===== config.mk =====
export PLATFORM = sky130hd
export DESIGN_NAME = writeback_unit_flat
export DESIGN_NICKNAME = d
export VERILOG_FILES = /design/src/rtl/writeback_unit_pkg.sv /design/src/rtl/writeback_unit_if.sv /design/src/rtl/writeback_unit_load_align.sv /design/src/rtl/writeback_unit.sv /design/src/flat_wrapper.sv
export SDC_FILE = /design/constraint.sdc
export NUM_CORES = 1
export LEC_CHECK = 0
export BUFFER_PORTS_ARGS = -buffer_cell sky130_fd_sc_hd__buf_2
export CAP_MARGIN = 40
export CORE_AREA = 5 5 109 111
export DETAILED_ROUTE_END_ITERATION = 12
export DIE_AREA = 0 0 114 116
export GPL_TIMING_DRIVEN = 0
export SLEW_MARGIN = 10
export SYNTH_ARGS = -nofsm -noshare
export SYNTH_HDL_FRONTEND = slang
export SYNTH_SLANG_ARGS = --single-unit

===== constraint.sdc =====
create_clock -name clock -period 4.5 [get_ports clock]
set_input_delay 0.45 -clock clock [delete_from_list [all_inputs] [get_ports clock]]
set_output_delay 0.45 -clock clock [all_outputs]
set_load 0.02 [all_outputs]

===== src/rtl/writeback_unit_pkg.sv =====
// Shared RV32I writeback definitions: datapath width, load funct3 encodings and FSM states.
// The optional misaligned-load trap is selected by WB_MISALIGN_TRAP_EN.
package writeback_unit_pkg;

    localparam int XLEN = 32;

    localparam logic [2:0] F3_LB  = 3'b000;
    localparam logic [2:0] F3_LH  = 3'b001;
    localparam logic [2:0] F3_LW  = 3'b010;
    localparam logic [2:0] F3_LBU = 3'b100;
    localparam logic [2:0] F3_LHU = 3'b101;

    typedef enum logic [1:0] {
        ST_IDLE  = 2'd0,
        ST_MEM   = 2'd1,
        ST_WRITE = 2'd2
    } wb_state_e;

    // Byte loads are never misaligned; reserved encodings count as word loads.
    function automatic logic load_misaligned(input logic [2:0] funct3, input logic [1:0] lane);
        logic bad;
        bad = 1'b0;
        if (funct3[1:0] == 2'b01) begin
            bad = lane[0];
        end else if (funct3[1:0] != 2'b00) begin
            bad = (lane != 2'b00);
        end
        return bad;
    endfunction

endpackage


===== src/rtl/writeback_unit_if.sv =====
// Execute-stage handshake, data-memory read port and register-file write port of the writeback unit.
// load_fault is only present when WB_MISALIGN_TRAP_EN is defined.
interface writeback_unit_if
    import writeback_unit_pkg::*;
();
    logic            in_valid;
    logic            in_ready;
    logic [4:0]      in_rd;
    logic [XLEN-1:0] in_result;
    logic            in_is_load;
    logic [2:0]      in_funct3;
    logic            in_wb_en;
    logic            mem_req;
    logic [XLEN-1:0] mem_addr;
    logic            mem_ack;
    logic [XLEN-1:0] mem_rdata;
    logic [4:0]      write_reg;
    logic [XLEN-1:0] write_data;
    logic            write_enable;
`ifdef WB_MISALIGN_TRAP_EN
    logic            load_fault;

    modport master (
        output in_valid, in_rd, in_result, in_is_load, in_funct3, in_wb_en, mem_ack, mem_rdata,
        input  in_ready, mem_req, mem_addr, write_reg, write_data, write_enable, load_fault
    );
    modport slave (
        input  in_valid, in_rd, in_result, in_is_load, in_funct3, in_wb_en, mem_ack, mem_rdata,
        output in_ready, mem_req, mem_addr, write_reg, write_data, write_enable, load_fault
    );
`else
    modport master (
        output in_valid, in_rd, in_result, in_is_load, in_funct3, in_wb_en, mem_ack, mem_rdata,
        input  in_ready, mem_req, mem_addr, write_reg, write_data, write_enable
    );
    modport slave (
        input  in_valid, in_rd, in_result, in_is_load, in_funct3, in_wb_en, mem_ack, mem_rdata,
        output in_ready, mem_req, mem_addr, write_reg, write_data, write_enable
    );
`endif
endinterface


===== src/rtl/writeback_unit_load_align.sv =====
// Combinational load alignment: picks the byte/halfword lane from the read word and extends it.
module load_align
    import writeback_unit_pkg::*;
(
    input  logic [XLEN-1:0] rdata,
    input  logic [1:0]      lane,
    input  logic [2:0]      funct3,
    output logic [XLEN-1:0] data
);
    logic [7:0]  byte_sel;
    logic [15:0] half_sel;

    always_comb begin
        case (lane)
            2'd0:    byte_sel = rdata[7:0];
            2'd1:    byte_sel = rdata[15:8];
            2'd2:    byte_sel = rdata[23:16];
            default: byte_sel = rdata[31:24];
        endcase
        half_sel = lane[1] ? rdata[31:16] : rdata[15:0];

        case (funct3)
            F3_LB:   data = {{(XLEN-8){byte_sel[7]}}, byte_sel};
            F3_LBU:  data = {{(XLEN-8){1'b0}}, byte_sel};
            F3_LH:   data = {{(XLEN-16){half_sel[15]}}, half_sel};
            F3_LHU:  data = {{(XLEN-16){1'b0}}, half_sel};
            default: data = rdata;
        endcase
    end
endmodule


===== src/rtl/writeback_unit.sv =====
// RV32I writeback stage: accepts one retiring instruction, performs load reads, pulses the regfile write.
// Define WB_MISALIGN_TRAP_EN to trap misaligned LH/LHU/LW on load_fault instead of executing them.
module writeback_unit
    import writeback_unit_pkg::*;
(
    input logic             clock,
    input logic             reset,
    writeback_unit_if.slave bus
);
    wb_state_e       state_q, state_d;
    logic [4:0]      rd_q, rd_d;
    logic [2:0]      funct3_q, funct3_d;
    logic [1:0]      lane_q, lane_d;
    logic            mem_req_q, mem_req_d;
    logic [XLEN-1:0] mem_addr_q, mem_addr_d;
    logic            write_enable_q, write_enable_d;
    logic [4:0]      write_reg_q, write_reg_d;
    logic [XLEN-1:0] write_data_q, write_data_d;
    logic [XLEN-1:0] aligned_data;
`ifdef WB_MISALIGN_TRAP_EN
    logic            load_fault_q, load_fault_d;
`endif

    load_align u_load_align (
        .rdata  (bus.mem_rdata),
        .lane   (lane_q),
        .funct3 (funct3_q),
        .data   (aligned_data)
    );

    always_comb begin
        state_d        = state_q;
        rd_d           = rd_q;
        funct3_d       = funct3_q;
        lane_d         = lane_q;
        mem_req_d      = mem_req_q;
        mem_addr_d     = mem_addr_q;
        // write_reg/write_data default to 0: the regfile forwards on index match alone.
        write_enable_d = 1'b0;
        write_reg_d    = '0;
        write_data_d   = '0;
`ifdef WB_MISALIGN_TRAP_EN
        load_fault_d   = 1'b0;
`endif
        case (state_q)
            ST_IDLE: begin
                if (bus.in_valid) begin
                    if (bus.in_is_load) begin
                        rd_d     = bus.in_rd;
                        funct3_d = bus.in_funct3;
                        lane_d   = bus.in_result[1:0];
`ifdef WB_MISALIGN_TRAP_EN
                        if (load_misaligned(bus.in_funct3, bus.in_result[1:0])) begin
                            load_fault_d = 1'b1;
                        end else
`endif
                        begin
                            mem_req_d  = 1'b1;
                            mem_addr_d = {bus.in_result[XLEN-1:2], 2'b00};
                            state_d    = ST_MEM;
                        end
                    end else if (bus.in_wb_en) begin
                        state_d = ST_WRITE;
                        if (bus.in_rd != 5'd0) begin
                            write_enable_d = 1'b1;
                            write_reg_d    = bus.in_rd;
                            write_data_d   = bus.in_result;
                        end
                    end
                end
            end
            ST_MEM: begin
                if (bus.mem_ack) begin
                    mem_req_d = 1'b0;
                    state_d   = ST_WRITE;
                    if (rd_q != 5'd0) begin
                        write_enable_d = 1'b1;
                        write_reg_d    = rd_q;
                        write_data_d   = aligned_data;
                    end
                end
            end
            ST_WRITE: state_d = ST_IDLE;
            default:  state_d = ST_IDLE;
        endcase
    end

    always_ff @(posedge clock) begin
        if (reset) begin
            state_q        <= ST_IDLE;
            mem_req_q      <= 1'b0;
            mem_addr_q     <= '0;
            write_enable_q <= 1'b0;
            write_reg_q    <= '0;
            write_data_q   <= '0;
`ifdef WB_MISALIGN_TRAP_EN
            load_fault_q   <= 1'b0;
`endif
        end else begin
            state_q        <= state_d;
            mem_req_q      <= mem_req_d;
            mem_addr_q     <= mem_addr_d;
            write_enable_q <= write_enable_d;
            write_reg_q    <= write_reg_d;
            write_data_q   <= write_data_d;
`ifdef WB_MISALIGN_TRAP_EN
            load_fault_q   <= load_fault_d;
`endif
        end
    end

    // Captured instruction fields carry no reset; they are only read in MEM.
    always_ff @(posedge clock) begin
        rd_q     <= rd_d;
        funct3_q <= funct3_d;
        lane_q   <= lane_d;
    end

    assign bus.in_ready     = (state_q == ST_IDLE);
    assign bus.mem_req      = mem_req_q;
    assign bus.mem_addr     = mem_addr_q;
    assign bus.write_enable = write_enable_q;
    assign bus.write_reg    = write_reg_q;
    assign bus.write_data   = write_data_q;
`ifdef WB_MISALIGN_TRAP_EN
    assign bus.load_fault   = load_fault_q;
`endif
endmodule

===== src/flat_wrapper.sv =====
// flat-port wrapper written by rule: the top's interface ports become plain ports
module writeback_unit_flat import writeback_unit_pkg::*;
  (clock, reset, bus_in_valid, bus_in_rd, bus_in_result, bus_in_is_load, bus_in_funct3, bus_in_wb_en, bus_mem_ack, bus_mem_rdata, bus_in_ready, bus_mem_req, bus_mem_addr, bus_write_reg, bus_write_data, bus_write_enable);
  writeback_unit_if bus_i ();
  input logic clock;
  input logic reset;
  input wire logic [$bits(bus_i.in_valid)-1:0] bus_in_valid;
  input wire logic [$bits(bus_i.in_rd)-1:0] bus_in_rd;
  input wire logic [$bits(bus_i.in_result)-1:0] bus_in_result;
  input wire logic [$bits(bus_i.in_is_load)-1:0] bus_in_is_load;
  input wire logic [$bits(bus_i.in_funct3)-1:0] bus_in_funct3;
  input wire logic [$bits(bus_i.in_wb_en)-1:0] bus_in_wb_en;
  input wire logic [$bits(bus_i.mem_ack)-1:0] bus_mem_ack;
  input wire logic [$bits(bus_i.mem_rdata)-1:0] bus_mem_rdata;
  output wire logic [$bits(bus_i.in_ready)-1:0] bus_in_ready;
  output wire logic [$bits(bus_i.mem_req)-1:0] bus_mem_req;
  output wire logic [$bits(bus_i.mem_addr)-1:0] bus_mem_addr;
  output wire logic [$bits(bus_i.write_reg)-1:0] bus_write_reg;
  output wire logic [$bits(bus_i.write_data)-1:0] bus_write_data;
  output wire logic [$bits(bus_i.write_enable)-1:0] bus_write_enable;
  assign bus_i.in_valid = bus_in_valid;
  assign bus_i.in_rd = bus_in_rd;
  assign bus_i.in_result = bus_in_result;
  assign bus_i.in_is_load = bus_in_is_load;
  assign bus_i.in_funct3 = bus_in_funct3;
  assign bus_i.in_wb_en = bus_in_wb_en;
  assign bus_i.mem_ack = bus_mem_ack;
  assign bus_i.mem_rdata = bus_mem_rdata;
  assign bus_in_ready = bus_i.in_ready;
  assign bus_mem_req = bus_i.mem_req;
  assign bus_mem_addr = bus_i.mem_addr;
  assign bus_write_reg = bus_i.write_reg;
  assign bus_write_data = bus_i.write_data;
  assign bus_write_enable = bus_i.write_enable;
  writeback_unit u_core (.clock(clock), .reset(reset), .bus(bus_i));
endmodule

==> results.cfg <==
[setup_path]
worst_path_dominant_cell_family = buffers and inverters
worst-setup-path-type = reg2reg
cp_max_fo = 10
crit_path_top_delay_cell = sky130_fd_sc_hd__clkbuf_1
crit_arrival_ns = 2.42
crit_path_max_incr_delay_ns = 0.45
cp_num_buf_inv = 3
crit_required_ns = 4.80
worst_setup_path_start_kind = register
critPathMostFrequentCell = sky130_fd_sc_hd__clkbuf_1
cp-end-kind = register
critical_path.cell_chain = clkbuf_1 -> clkbuf_1 -> buf_2 -> nand2_1 -> a221oi_1 -> a21o_1

[pwr]
power.net_switching_uw = 429
cellLeakagePower_uw = 0.00237
sequentialPowerShare = 0.469
power_per_cell_area_nw_per_um2 = 345
pwr-share-clk = 0.380
ir_drop_mv = 0.183
share_comb_of_total_power = 0.151
internal_power_uw = 1230
netSwitchingFraction = 0.259

[synthesis]
count_of_state_elements_after_synthesis = 81
yosysSeqAreaShare = 0.472
synth.area.top_cells = sky130_fd_sc_hd__dfxtp_1, sky130_fd_sc_hd__nand2_1, sky130_fd_sc_hd__edfxtp_1, sky130_fd_sc_hd__a21oi_1, sky130_fd_sc_hd__mux2_2
post-synth-top-count-cell = sky130_fd_sc_hd__nand2_1
postSynthCellCount = 399
synthDominantAreaCellType = sky130_fd_sc_hd__dfxtp_1
synth_enable_flop_cells = 10
post_synthesis_cell_area_um2 = 3650
number_of_distinct_standard_cells_referenced_by_the_synthesized_netlist = 43
synthFlopType = sky130_fd_sc_hd__dfxtp_1
ys.warnings.count = 0
synth_top_area_share = 0.390
netlist_top_cells_count = sky130_fd_sc_hd__nand2_1, sky130_fd_sc_hd__dfxtp_1, sky130_fd_sc_hd__a21oi_1
syn_avg_cell_area_um2 = 9.14
synth_async_sr_flop_share = 0

[sta]
postLayoutSetupSlackWorst_ns = 2.38
max-slew-margin-rel = 0.463
finalMaxSlewViolations = 0
timing.setup.tns_ns = 0
final_number_of_setup_violating_endpoints = 0
final.min_clock_period_ns = 2.12
fin_worst_skew_ns = 0.00988
timing.fmax_ghz = 0.472
grt_setup_unrepaired = false
timing_hold_violations_final = 0
worst_pin_slew_ns = 0.804
final_min_period_over_clock_period = 0.470

[layout]
final_core_utilization = 0.449
largest_register_ffs = 32
fin_nets = 636
fillers = 1095
antenna_cells = 0
final_layout_size_suffix_gt1_frac = 0.369
area_growth_pct = 31.8

[die]
floorplan.rows = 38
die_h_um = 116
ios = 150
design.core.area_um2 = 10700
die_w_um = 114
design.die.area_um2 = 13200
start_util = 0.341

[global_routing]
use_met2 = 0.295
grt_start_max_net_pins = 14
grtUsageMet1 = 0.233
gr-usage-all-layers = 0.180
gr-max-usage-layer = met2
grt_first_pass_wirelength_um = 18400
overflow = 0
number_of_antenna_violations_at_the_first_check_in_global_routing = 0
grt_util_met3 = 0.0522
vias_in_the_first_global_route = 3507

[clock_network]
cts_tree = built
cts_hold_buf = 0
cts_clock_pin_slew_for_the_worst_setup_and_hold_paths_ns = 0.08
tritoncts_num_sinks = 81
worst_skew_pair.late_latency_ns = 0.36
cts_inserted_buffers = 9
postCtsSetupBuffers = 0
htree_num_levels = 3
clk_path_buf_depth = 2
postCtsResizedCells = 0
cts_root_buf = sky130_fd_sc_hd__clkbuf_8

[hold_path]
hold_class = in2reg

[outcome]
status = finished, final reports clean

[routing]
dr.pass1.iters = 4
detailed_route_drc_error_count = 0
antenna_left = 0
route.final.wire_length_um = 12000
drt-initial-drc-count = 215
wire_per_inst_um = 17.1
viasPerCell = 4.97
route.vias.total = 3495

[place]
port_buffers = 146
routabilityCongestion = 0.843
half_perimeter_wire_length_of_the_detailed_placement_result_um = 9350
dp_slack_ns = 2.36

[run]
max_cap_violations = 0
## cells by family after synthesis
family	after synthesis	synth area share
and+or+nand+nor	139	0.179
AOI/OAI and AO/OA	110	0.214
DFF	81	0.472
buffers and inverters	48	0.0665
muxes	20	0.0679
other	1	0.00103
## cells in the final DEF (no fill, tap or decap), drive strengths merged
master,count
clkbuf,31
dfxtp,71
o21bai,1
edfxtp,10
mux2i,3
clkinvlp,1
a21o,8
nand3,1
nor4b,1
bufinv,3
or4,2
nor4,1
a211o,14
o21a,1
a21oi,38
buf,160
inv,14
a22oi,8
and3b,8
or3,2
o21ai,12
o221a,1
or2,1
mux4,2
or3b,1
and2b,4
a211oi,7
nand2,92
o211ai,1
nor2,21
a221oi,8
clkinv,2
o211a,1
mux2,15
and4b,1
a22o,1
nor2b,4
a221o,9
conb,2
## worst register-to-register path, delay by kind of cell, from the launching register on
kind	cells	cell delay, ns
compound gates	2	0.53
simple gates	1	0.07
flops	1	0.34
buf+inv	3	1.11
## power groups by stage
stage	logic, µW	registers, µW	clock network (µW)
after floorplan	112	824	0
after global placement	246	793	0
after detailed placement	253	794	0
after CTS	253	777	647
after global routing	276	780	675
final	251	777	629
## stage by stage
step / cells / area, µm² / power (µW) / hold slack (ns)
2_1_floorplan: 400 / 3650 / 936 / 0.516
3_3_place_gp: 686 / 4560 / 1040 / 0.440
3_5_place_dp: 687 / 4570 / 1050 / 0.446
4_1_cts: 703 / 4810 / 1680 / 0.246
5_1_grt: 703 / 4810 / 1730 / 0.239
6_report: 703 / 4810 / 1660 / 0.264
## final timing paths
| check | startpoint | endpoint | slack [ns] | cells after the start |
|---|---|---|---|---|
| worst max-delay path | u_core.funct3_q[0] | u_core.bus.write_data[9] | 2.38 | 6 |
| worst min-delay path | bus_in_funct3[2] | u_core.funct3_q[2] | 0.26 | 1 |
| worst max register to register | u_core.funct3_q[0] | u_core.bus.write_data[9] | 2.38 | 6 |
| worst min register to register | u_core.bus.mem_addr[4] | u_core.bus.mem_addr[4] | 0.45 | 2 |
## metal layers
metal	routed length, µm	share of wire
met3	964	0.080
met2	5720	0.48
met5	0	0
met1	5210	0.43
met4	100	0.0083
## cell type report
type / count / area, µm² / area share
plain buffers: 34 / 190 / 0.0396
clock buffers: 10 / 128 / 0.0265
clock inverters: 6 / 106 / 0.0221
inverters: 14 / 52.6 / 0.0109
multi-input cells: 271 / 1690 / 0.351
flip-flops and latches: 81 / 1720 / 0.358
well taps: 140 / 175 / 0.0364
repair buffers: 147 / 746 / 0.155
Power figures use the tool's default switching activity.
